[config.mk]
export PLATFORM = sky130hd
export DESIGN_NAME = ifetch_buf
export DESIGN_NICKNAME = d
export VERILOG_FILES = /design/src/rtl/rv_fetch_pkg.sv /design/src/rtl/sync_fifo.sv /design/src/rtl/ifetch_buf.sv
export SDC_FILE = /design/constraint.sdc
export NUM_CORES = 1
export LEC_CHECK = 0
export CAP_MARGIN = 5
export CORE_UTILIZATION = 45
export CTS_BUF_LIST = sky130_fd_sc_hd__clkbuf_4
export CTS_CLUSTER_DIAMETER = 150
export CTS_CLUSTER_SIZE = 10
export DETAILED_ROUTE_END_ITERATION = 6
export PLACE_DENSITY_LB_ADDON = 0.3
export RECOVER_POWER = 100
export SYNTH_ARGS = -nofsm -noshare
export SYNTH_HDL_FRONTEND = slang
export SYNTH_SLANG_ARGS = --single-unit
[constraint.sdc]
create_clock -name clk -period 8.7 [get_ports clk]
set_clock_uncertainty 0.15 [all_clocks]
set_input_delay 2.175 -clock clk [delete_from_list [all_inputs] [get_ports clk]]
set_output_delay 2.175 -clock clk [all_outputs]
set_load 0.02 [all_outputs]
[src/rtl/rv_fetch_pkg.sv]
// Shared fetch-stage definitions: NOP encoding, fetch FSM states and the
// instruction-buffer entry layout used by ifetch_buf.
package rv_fetch_pkg;

  localparam logic [31:0] NOP_INSTR = 32'h0000_0013;

  typedef enum logic [1:0] {
    S_RST   = 2'd0,
    S_RUN   = 2'd1,
    S_DRAIN = 2'd2,
    S_TRAP  = 2'd3
  } fetch_state_t;

  typedef struct packed {
    logic [31:0] pc;
    logic [31:0] instr;
    logic        misalign;
  } fetch_entry_t;

  localparam int ENTRY_W = $bits(fetch_entry_t);

endpackage

[src/rtl/sync_fifo.sv]
// Synchronous FIFO with registered storage, occupancy count and a clear input.
// The head entry is readable combinationally whenever count is non-zero.
module sync_fifo #(
  parameter int WIDTH = 32,
  parameter int DEPTH = 2,
  localparam int CW = $clog2(DEPTH + 1)
) (
  input  logic             clk,
  input  logic             rst,
  input  logic             push,
  input  logic [WIDTH-1:0] push_data,
  input  logic             pop,
  input  logic             flush,
  output logic [WIDTH-1:0] head,
  output logic [CW-1:0]    count
);

  localparam int AW = (DEPTH > 1) ? $clog2(DEPTH) : 1;

  logic [WIDTH-1:0] r_mem [DEPTH];
  logic [AW-1:0]    r_wrPtr;
  logic [AW-1:0]    r_rdPtr;
  logic [CW-1:0]    r_count;

  function automatic logic [AW-1:0] nextPtr(input logic [AW-1:0] p);
    return (p == AW'(DEPTH - 1)) ? '0 : p + AW'(1);
  endfunction

  always_ff @(posedge clk) begin
    if (rst || flush) begin
      r_wrPtr <= '0;
      r_rdPtr <= '0;
      r_count <= '0;
    end else begin
      if (push) r_wrPtr <= nextPtr(r_wrPtr);
      if (pop)  r_rdPtr <= nextPtr(r_rdPtr);
      r_count <= r_count + CW'(push) - CW'(pop);
    end
  end

  // Storage needs no reset; validity is carried entirely by r_count.
  always_ff @(posedge clk) begin
    if (push) r_mem[r_wrPtr] <= push_data;
  end

  always_ff @(posedge clk) begin
    if (!rst && !flush) begin
      assert (!(push && !pop && (r_count == CW'(DEPTH))));
      assert (!(pop && (r_count == '0)));
    end
  end

  assign head  = r_mem[r_rdPtr];
  assign count = r_count;

endmodule

[src/rtl/ifetch_buf.sv]
// Instruction-fetch buffer: issues in-order imem requests for pc_in under a credit
// limit, queues responses for decode and drops in-flight fetches on flush.
// Optional: define IFETCH_MISALIGN_EN to trap misaligned PCs (adds id_misalign).
module ifetch_buf #(
  parameter int          FIFO_DEPTH = 2,
  parameter int          MAX_OUT    = 2,
  parameter logic [31:0] NOP_INSTR  = rv_fetch_pkg::NOP_INSTR
) (
  input  logic        clk,
  input  logic        rst,
  input  logic [31:0] pc_in,
  output logic        pc_advance,
  output logic        imem_req_valid,
  output logic [31:0] imem_req_addr,
  input  logic        imem_req_ready,
  input  logic        imem_rsp_valid,
  input  logic [31:0] imem_rsp_data,
  input  logic        flush,
  output logic        id_valid,
  output logic [31:0] id_pc,
  output logic [31:0] id_instr,
  input  logic        id_ready
`ifdef IFETCH_MISALIGN_EN
  ,
  output logic        id_misalign
`endif
);

  import rv_fetch_pkg::*;

  localparam int OW = $clog2(MAX_OUT + 1);
  localparam int FW = $clog2(FIFO_DEPTH + 1);

  fetch_state_t r_state;
  fetch_state_t w_nextState;
  logic [OW-1:0] r_drop;
  logic [OW-1:0] w_outstanding;
  logic [OW-1:0] w_outNext;
  logic [FW-1:0] w_fifoCount;
  logic [31:0]   w_tagPc;
  fetch_entry_t  w_head;
  fetch_entry_t  w_pushEntry;
  logic          w_credit;
  logic          w_misPc;
  logic          w_misPush;
  logic          w_accept;
  logic          w_rsp;
  logic          w_rspKeep;
  logic          w_push;
  logic          w_pop;

  // Credit counts reserved FIFO slots for in-flight fetches, so responses never stall.
  assign w_credit = !rst && (r_state == S_RUN) && !flush
                    && (32'(w_outstanding) < MAX_OUT)
                    && (32'(w_outstanding) + 32'(w_fifoCount) < FIFO_DEPTH);

`ifdef IFETCH_MISALIGN_EN
  assign w_misPc   = (pc_in[1:0] != 2'b00);
  assign w_misPush = w_credit && w_misPc && (w_outstanding == '0);
  assign id_misalign = id_valid && w_head.misalign;
`else
  logic w_unusedMisalign;
  assign w_misPc   = 1'b0;
  assign w_misPush = 1'b0;
  assign w_unusedMisalign = w_head.misalign;
`endif

  assign imem_req_valid = w_credit && !w_misPc;
  assign imem_req_addr  = (rst || (r_state == S_RST)) ? '0 : {pc_in[31:2], 2'b00};
  assign w_accept       = imem_req_valid && imem_req_ready;
  assign pc_advance     = w_accept || w_misPush;

  // Responses with no tracked request (e.g. issued before a reset) are ignored.
  assign w_rsp     = !rst && imem_rsp_valid && (w_outstanding != '0);
  assign w_rspKeep = w_rsp && (r_drop == '0) && !flush;
  assign w_push    = w_rspKeep || w_misPush;
  assign w_pop     = id_valid && id_ready && !flush;
  assign w_outNext = w_outstanding + OW'(w_accept) - OW'(w_rsp);

  always_comb begin
    w_pushEntry = '{pc: w_tagPc, instr: imem_rsp_data, misalign: 1'b0};
    if (w_misPush) w_pushEntry = '{pc: pc_in, instr: NOP_INSTR, misalign: 1'b1};
  end

  sync_fifo #(
    .WIDTH (32),
    .DEPTH (MAX_OUT)
  ) u_tagQ (
    .clk       (clk),
    .rst       (rst),
    .push      (w_accept),
    .push_data (pc_in),
    .pop       (w_rsp),
    .flush     (1'b0),
    .head      (w_tagPc),
    .count     (w_outstanding)
  );

  sync_fifo #(
    .WIDTH (ENTRY_W),
    .DEPTH (FIFO_DEPTH)
  ) u_instrBuf (
    .clk       (clk),
    .rst       (rst),
    .push      (w_push),
    .push_data (w_pushEntry),
    .pop       (w_pop),
    .flush     (flush),
    .head      (w_head),
    .count     (w_fifoCount)
  );

  always_ff @(posedge clk) begin
    if (rst) begin
      r_state <= S_RST;
      r_drop  <= '0;
    end else begin
      r_state <= w_nextState;
      if (flush) begin
        r_drop <= w_outNext;
      end else if (w_rsp && (r_drop != '0)) begin
        r_drop <= r_drop - OW'(1);
      end
    end
  end

  // A flush always restarts tracking; DRAIN is needed only while pre-flush fetches remain.
  always_comb begin
    w_nextState = r_state;
    if (flush) begin
      w_nextState = (w_outNext == '0) ? S_RUN : S_DRAIN;
    end else begin
      case (r_state)
        S_RST:   w_nextState = S_RUN;
        S_RUN:   if (w_misPush) w_nextState = S_TRAP;
        S_DRAIN: if ((r_drop == '0) || (w_rsp && (r_drop == OW'(1)))) w_nextState = S_RUN;
        default: w_nextState = r_state;
      endcase
    end
  end

  assign id_valid = !rst && (w_fifoCount != '0);
  assign id_pc    = id_valid ? w_head.pc : '0;
  assign id_instr = id_valid ? w_head.instr : NOP_INSTR;

endmodule
# Yosys cells after proc, flatten, opt, wreduce, memory -nomap -nowiden
# Memories as Yosys holds them, arrays and structs flattened. A register that Yosys moved wholly into a read port is not among the register bits.
# Cells that the tools add are included.
# op_classes
eq_ne	4
muxes	21
add_sub_neg	10
magnitude_cmp	2
n_reduce_logical	28
# ops
operator	n
32-bit 2-to-1 mux	3
1-bit logical AND	14
1-bit 2-to-1 mux	12
2-bit 2-to-1 mux	5
2-bit nonzero test	4
2-bit logical NOT	3
1-bit adder (second input constant)	4
2-bit by 1-bit adder with 2-bit output	2
2-bit by 1-bit equality test with 1-bit output (second input constant)	2
2-bit case mux with 2 select lines	1
2-bit by 1-bit subtractor with 2-bit output	2
2-bit by 2-bit adder with 3-bit output	1
1-bit logical OR	3
3-bit by 2-bit less-than comparator with 1-bit output (second input constant)	1
3-bit != test (second input constant)	1
3-bit nonzero test	1
2-bit equality test (second input constant)	1
1-bit logical NOT	2
2-bit less-than comparator (second input constant)	1
2-bit AND reduction	1
2-bit by 1-bit subtractor with 2-bit output (second input constant)	1
# word_totals
ff_bits	12
memories	2
output_inout_bits	99
wordCells	75
mem_bits_rw	192
# memory_table
memory	words	word_bits	rd	rd_ports_with_merged_regs	wr	line	source
u_instrBuf.r_mem	2	64	1	1	1	sync_fifo.sv:20	logic [WIDTH-1:0] r_mem [DEPTH];
u_tagQ.r_mem	2	32	1	1	1	sync_fifo.sv:20	

# Logic depth before layout (Yosys ltp)
# logic_depth
ltp_word	11
mapped_depth	9
ltp_nobuf	9

# By module
# From an unflattened synthesis, not the netlist that was laid out.
# hier_totals
hier_cells	493
area_unflattened_um2	8851.0
# modules_own_cells
mod	cells_per_inst	n_inst	area_each_um2
sync_fifo at u_instrBuf	221	1	5108.6
sync_fifo at u_tagQ	119	1	2678.8
ifetch_buf	153	1	1063.5

# Worst setup path after synthesis
# Ideal clock, no wire load.
# synth_timing
path_kind	in2reg
start	in imem_rsp_valid
end	mem u_instrBuf.r_mem[0][0] in the netlist's numbering (enable)
required_time_ns	8.063
path_slack_ns	2.875
path_buffers	0
stages	3
arrival_time_ns	5.189
cell_sequence	o21a_1 -> nand3_1 -> nor2_1
# synth_via
elab_chain_cells	6
# synth_lines
item	line	source
from (decl)	ifetch_buf.sv:16	input logic imem_rsp_valid,
1-bit logical AND (2 in series)	ifetch_buf.sv:74	assign w_rsp = !rst && imem_rsp_valid && (w_outstanding != '0);
1-bit logical AND (2 in series)	ifetch_buf.sv:75	assign w_rspKeep = w_rsp && (r_drop == '0) && !flush;
1-bit 2-to-1 mux	sync_fifo.sv:43	if (push) r_mem[r_wrPtr] <= push_data;
1-bit 2-to-1 mux (implied by the code)	sync_fifo.sv:43	
to (decl)	sync_fifo.sv:20	
# No other way between the ends.

# Worst setup path in the final report
# layout_timing
start	in rst
end	out imem_req_addr[2]
# layout_via
elab_chain_cells	2
# layout_lines
item	line	source
from (decl)	ifetch_buf.sv:10	input logic rst,
1-bit logical OR	ifetch_buf.sv:69	assign imem_req_addr = (rst || (r_state == S_RST)) ? '0 : {pc_in[31:2], 2'b00};
32-bit 2-to-1 mux	ifetch_buf.sv:69	
to (decl)	ifetch_buf.sv:14	output logic [31:0] imem_req_addr,
# No other way between the ends.

==> results.json <==
{
  "yosys.area.top_type_share": 0.717,
  "seq_area_sq_mm": 0.00605,
  "clockPowerShare": 0.291,
  "synth_seq_area_share": 0.752,
  "grt_pass1_wl_um": 22700,
  "synth.area.top_cells": "edfxtp_1, mux2i_1, mux2_2",
  "cts_buffer_depth": 3,
  "die_y_um": 136,
  "min_path_type": "register to register",
  "maxCapViolCount": 8,
  "p_seq_frac": 0.644,
  "post-route-worst-setup-slack_ns": 1.26,
  "initial_core_util": 0.463,
  "hold_viol": 0,
  "synthToLayoutAreaGrowth_pct": 26.7,
  "fmax_mhz": 134,
  "ff2ff_setup_slack_ns": 3.94,
  "clk_pin_slew_ns": 0.10,
  "dieArea_sq_mm": 0.0184,
  "drt-initial-drc-count": 193,
  "numPortBuffers": 166,
  "dp_hpwl_um": 9380,
  "cts_buffers": 24,
  "worstMarginPinSlew_ns": 2.40,
  "comb_power_share": 0.065,
  "end_kind": "output pin",
  "critPathMaxFanout": 30,
  "mostFrequentLayoutCells": "edfxtp_1, dlygate4sd3_1, nor2_1",
  "cellPowerDensity_mw_per_mm2": 168,
  "hold_buffers": 0,
  "die_x_um": 136,
  "final_common_cell": "edfxtp_1",
  "required_ns": 6.38,
  "routed_wirelength_um": 14700,
  "insertion_delay_ns": 0.61,
  "r2r-end": "u_instrBuf.r_mem[0][11]",
  "dp.cells": 862,
  "antenna_found_initial": 2,
  "synth.yosys.warnings": 0,
  "avgSynthCellArea_sq_um": 16.4,
  "synth_largest_area_cell": "edfxtp_1",
  "setup_viol": 0,
  "layout.cells.non_filler": 898,
  "grt-ovfl-total": 0,
  "rr_startpoint": "u_tagQ.count[1]",
  "cp_slowest_cell": "nor2_1",
  "r2r_cells": 4,
  "grtUsageTotal": 0.160,
  "peakVddDrop_mv": 0.121,
  "netlist_instances": 490,
  "multi_input_area_sq_mm": 0.00185,
  "num_io_pins": 169,
  "p_switching_uw": 354,
  "p_int_mw": 1.36,
  "path_depth": 4,
  "sw_frac_of_total": 0.207,
  "total_power_mw": 1.71,
  "max_stage_delay_ns": 1.29,
  "path_buf_inv": 2,
  "finalNetCount": 739,
  "worst_ep_arrival_time_ns": 5.12,
  "violations": "capacitance limit, slew limit",
  "ys_ff_latch": 206,
  "critPathCapture": "imem_req_addr[2]",
  "cts_tree": "yes",
  "crit_top_cell": "dlygate4sd3_1",
  "nFillCells": 1315,
  "slew_headroom": -0.598,
  "path_class": "input port to output pin",
  "crit_start": "rst",
  "cts.sinks": 206,
  "detail_route.first_pass.iterations": 6,
  "rows": 48,
  "routabilityCongestion": 0.833,
  "cts-root-buf": "clkbuf_4",
  "detail-route-antenna-nets": 0,
  "rsz0062_at_grt": "no",
  "min_period_ns": 7.44,
  "postCtsSetupBuffers": 0,
  "drc": 0,
  "ctsResizeCount": 0,
  "coreArea_sq_mm": 0.0174,
  "outcome": "complete, but fails checks",
  "post-route-period-util": 0.856,
  "netlist_area_sq_mm": 0.00804,
  "cts_max_level": 1,
  "crit_path_cell_trace": "dlygate4sd3_1, nor2_1, and2_1, dlygate4sd3_1",
  "via_per_inst": 4.99,
  "drv_slew": 243,
  "setup_tns_ns": 0,
  "crit_family": "simple AND/OR/NAND/NOR gates",
  "dp_slack_ns": 1.49,
  "synth_cell_type_count": 35,
  "p_leak_nw": 3.44,
  "holdWs_ns": 0.374,
  "worstSetupStartpointType": "input port",
  "vias": 4481,
  "post_drt_wl_per_cell_um": 16.3,
  "grt_max_degree": 65,
  "grt_pass1_vias": 4526,
  "drive_gt1_frac": 0.0878
}
[worst reg2reg max path, cell delays in order, from the launching register on]
cell and delay [ns]:
dfxtp_1 0.47, o21a_1 0.23, nand3_1 0.20, nor2_1 1.55, clkbuf_1 1.71
[sequential cells by signal, summed over array words and instances, names as in the netlist, named ones only]
name,cells
r_state,2
u_tagQ.count,2
u_instrBuf.r_rdPtr,1
r_drop,2
u_instrBuf.count,2
u_instrBuf.r_wrPtr,1
u_tagQ.r_mem,64
u_tagQ.r_wrPtr,1
u_tagQ.r_rdPtr,1
u_instrBuf.r_mem,128
[cell families after synthesis]
logic type | share of synthesized area
flip-flops | 0.752
AND/OR/NAND/NOR | 0.0770
multiplexers | 0.126
buffers and inverters | 0.0165
AO/OA/AOI/OAI | 0.00809
XOR/XNOR | 0.00980
adder cells (fa/ha/maj) | 0.0103
other | 0.000466
[how the worst min path moves through the flow]
stage,startpoint,endpoint,slack (ns),cells after the start
after floorplan,u_instrBuf.r_rdPtr,register,0.32,2
after global placement,u_instrBuf.r_rdPtr,register,0.34,2
after detailed placement,u_instrBuf.r_rdPtr,register,0.36,2
after CTS,u_tagQ.r_mem[1][23],u_instrBuf.r_mem[0][55],0.38,1
after global routing,u_instrBuf.r_rdPtr,register,0.41,2
final,u_instrBuf.r_rdPtr,register,0.37,2
[cell type report]
type | count | share of cell area
antenna | 1 | 0.000246
multi-input combinational | 254 | 0.182
inverter | 6 | 0.00221
tap | 225 | 0.0276
sequential | 206 | 0.594
clock inverter | 1 | 0.00295
timing repair buffer | 171 | 0.166
clock buffer | 34 | 0.0251
[layer usage]
layer | share of wire | GRT usage | vias to the layer above
li1 | - | - | 2128
met1 | 0.43 | 0.202 | 2166
met2 | 0.49 | 0.280 | 168
met3 | 0.065 | 0.0333 | 17
met4 | 0.013 | 0.0431 | 2
met5 | 0.00061 | 0 | -
[synth_stat cells]
cell       number
a21oi_1         3
and2_1         33
and3b_1         1
buf_1           3
buf_2           7
buf_4           2
clkbuf_1       13
conb_1          1
dfxtp_1        14
edfxtp_1      192
fa_1            1
ha_1            5
inv_1           6
mux2_2         33
mux2i_1        64
nand2_1         4
nand2b_1        1
nand3_1         1
nand4bb_1       1
nor2_1         78
nor2_4          1
nor2b_1         1
nor3_1          2
nor3b_1         1
nor4_1          1
nor4b_1         1
o21a_1          2
o21ai_0         3
o21ai_1         1
o22ai_1         1
o31a_1          1
or2_2           2
or4_4           1
xnor2_1         6
xor2_1          3
[through the flow]
step	util	instance area (sq um)
after detailed placement	0.573	9940
after CTS	0.589	10200
final	0.587	10200
after floorplan	-	8040
after global routing	0.587	10200
after global placement	0.573	9940
[power groups by stage]
stage	combinational, mW	clock, mW	sequential (mW)
after floorplan	0.0595	0	1.12
after global placement	0.117	0	1.12
after detailed placement	0.121	0	1.12
after global routing	0.121	0.553	1.10
after CTS	0.122	0.519	1.10
final	0.111	0.498	1.10
Power figures use the tool's default switching activity.
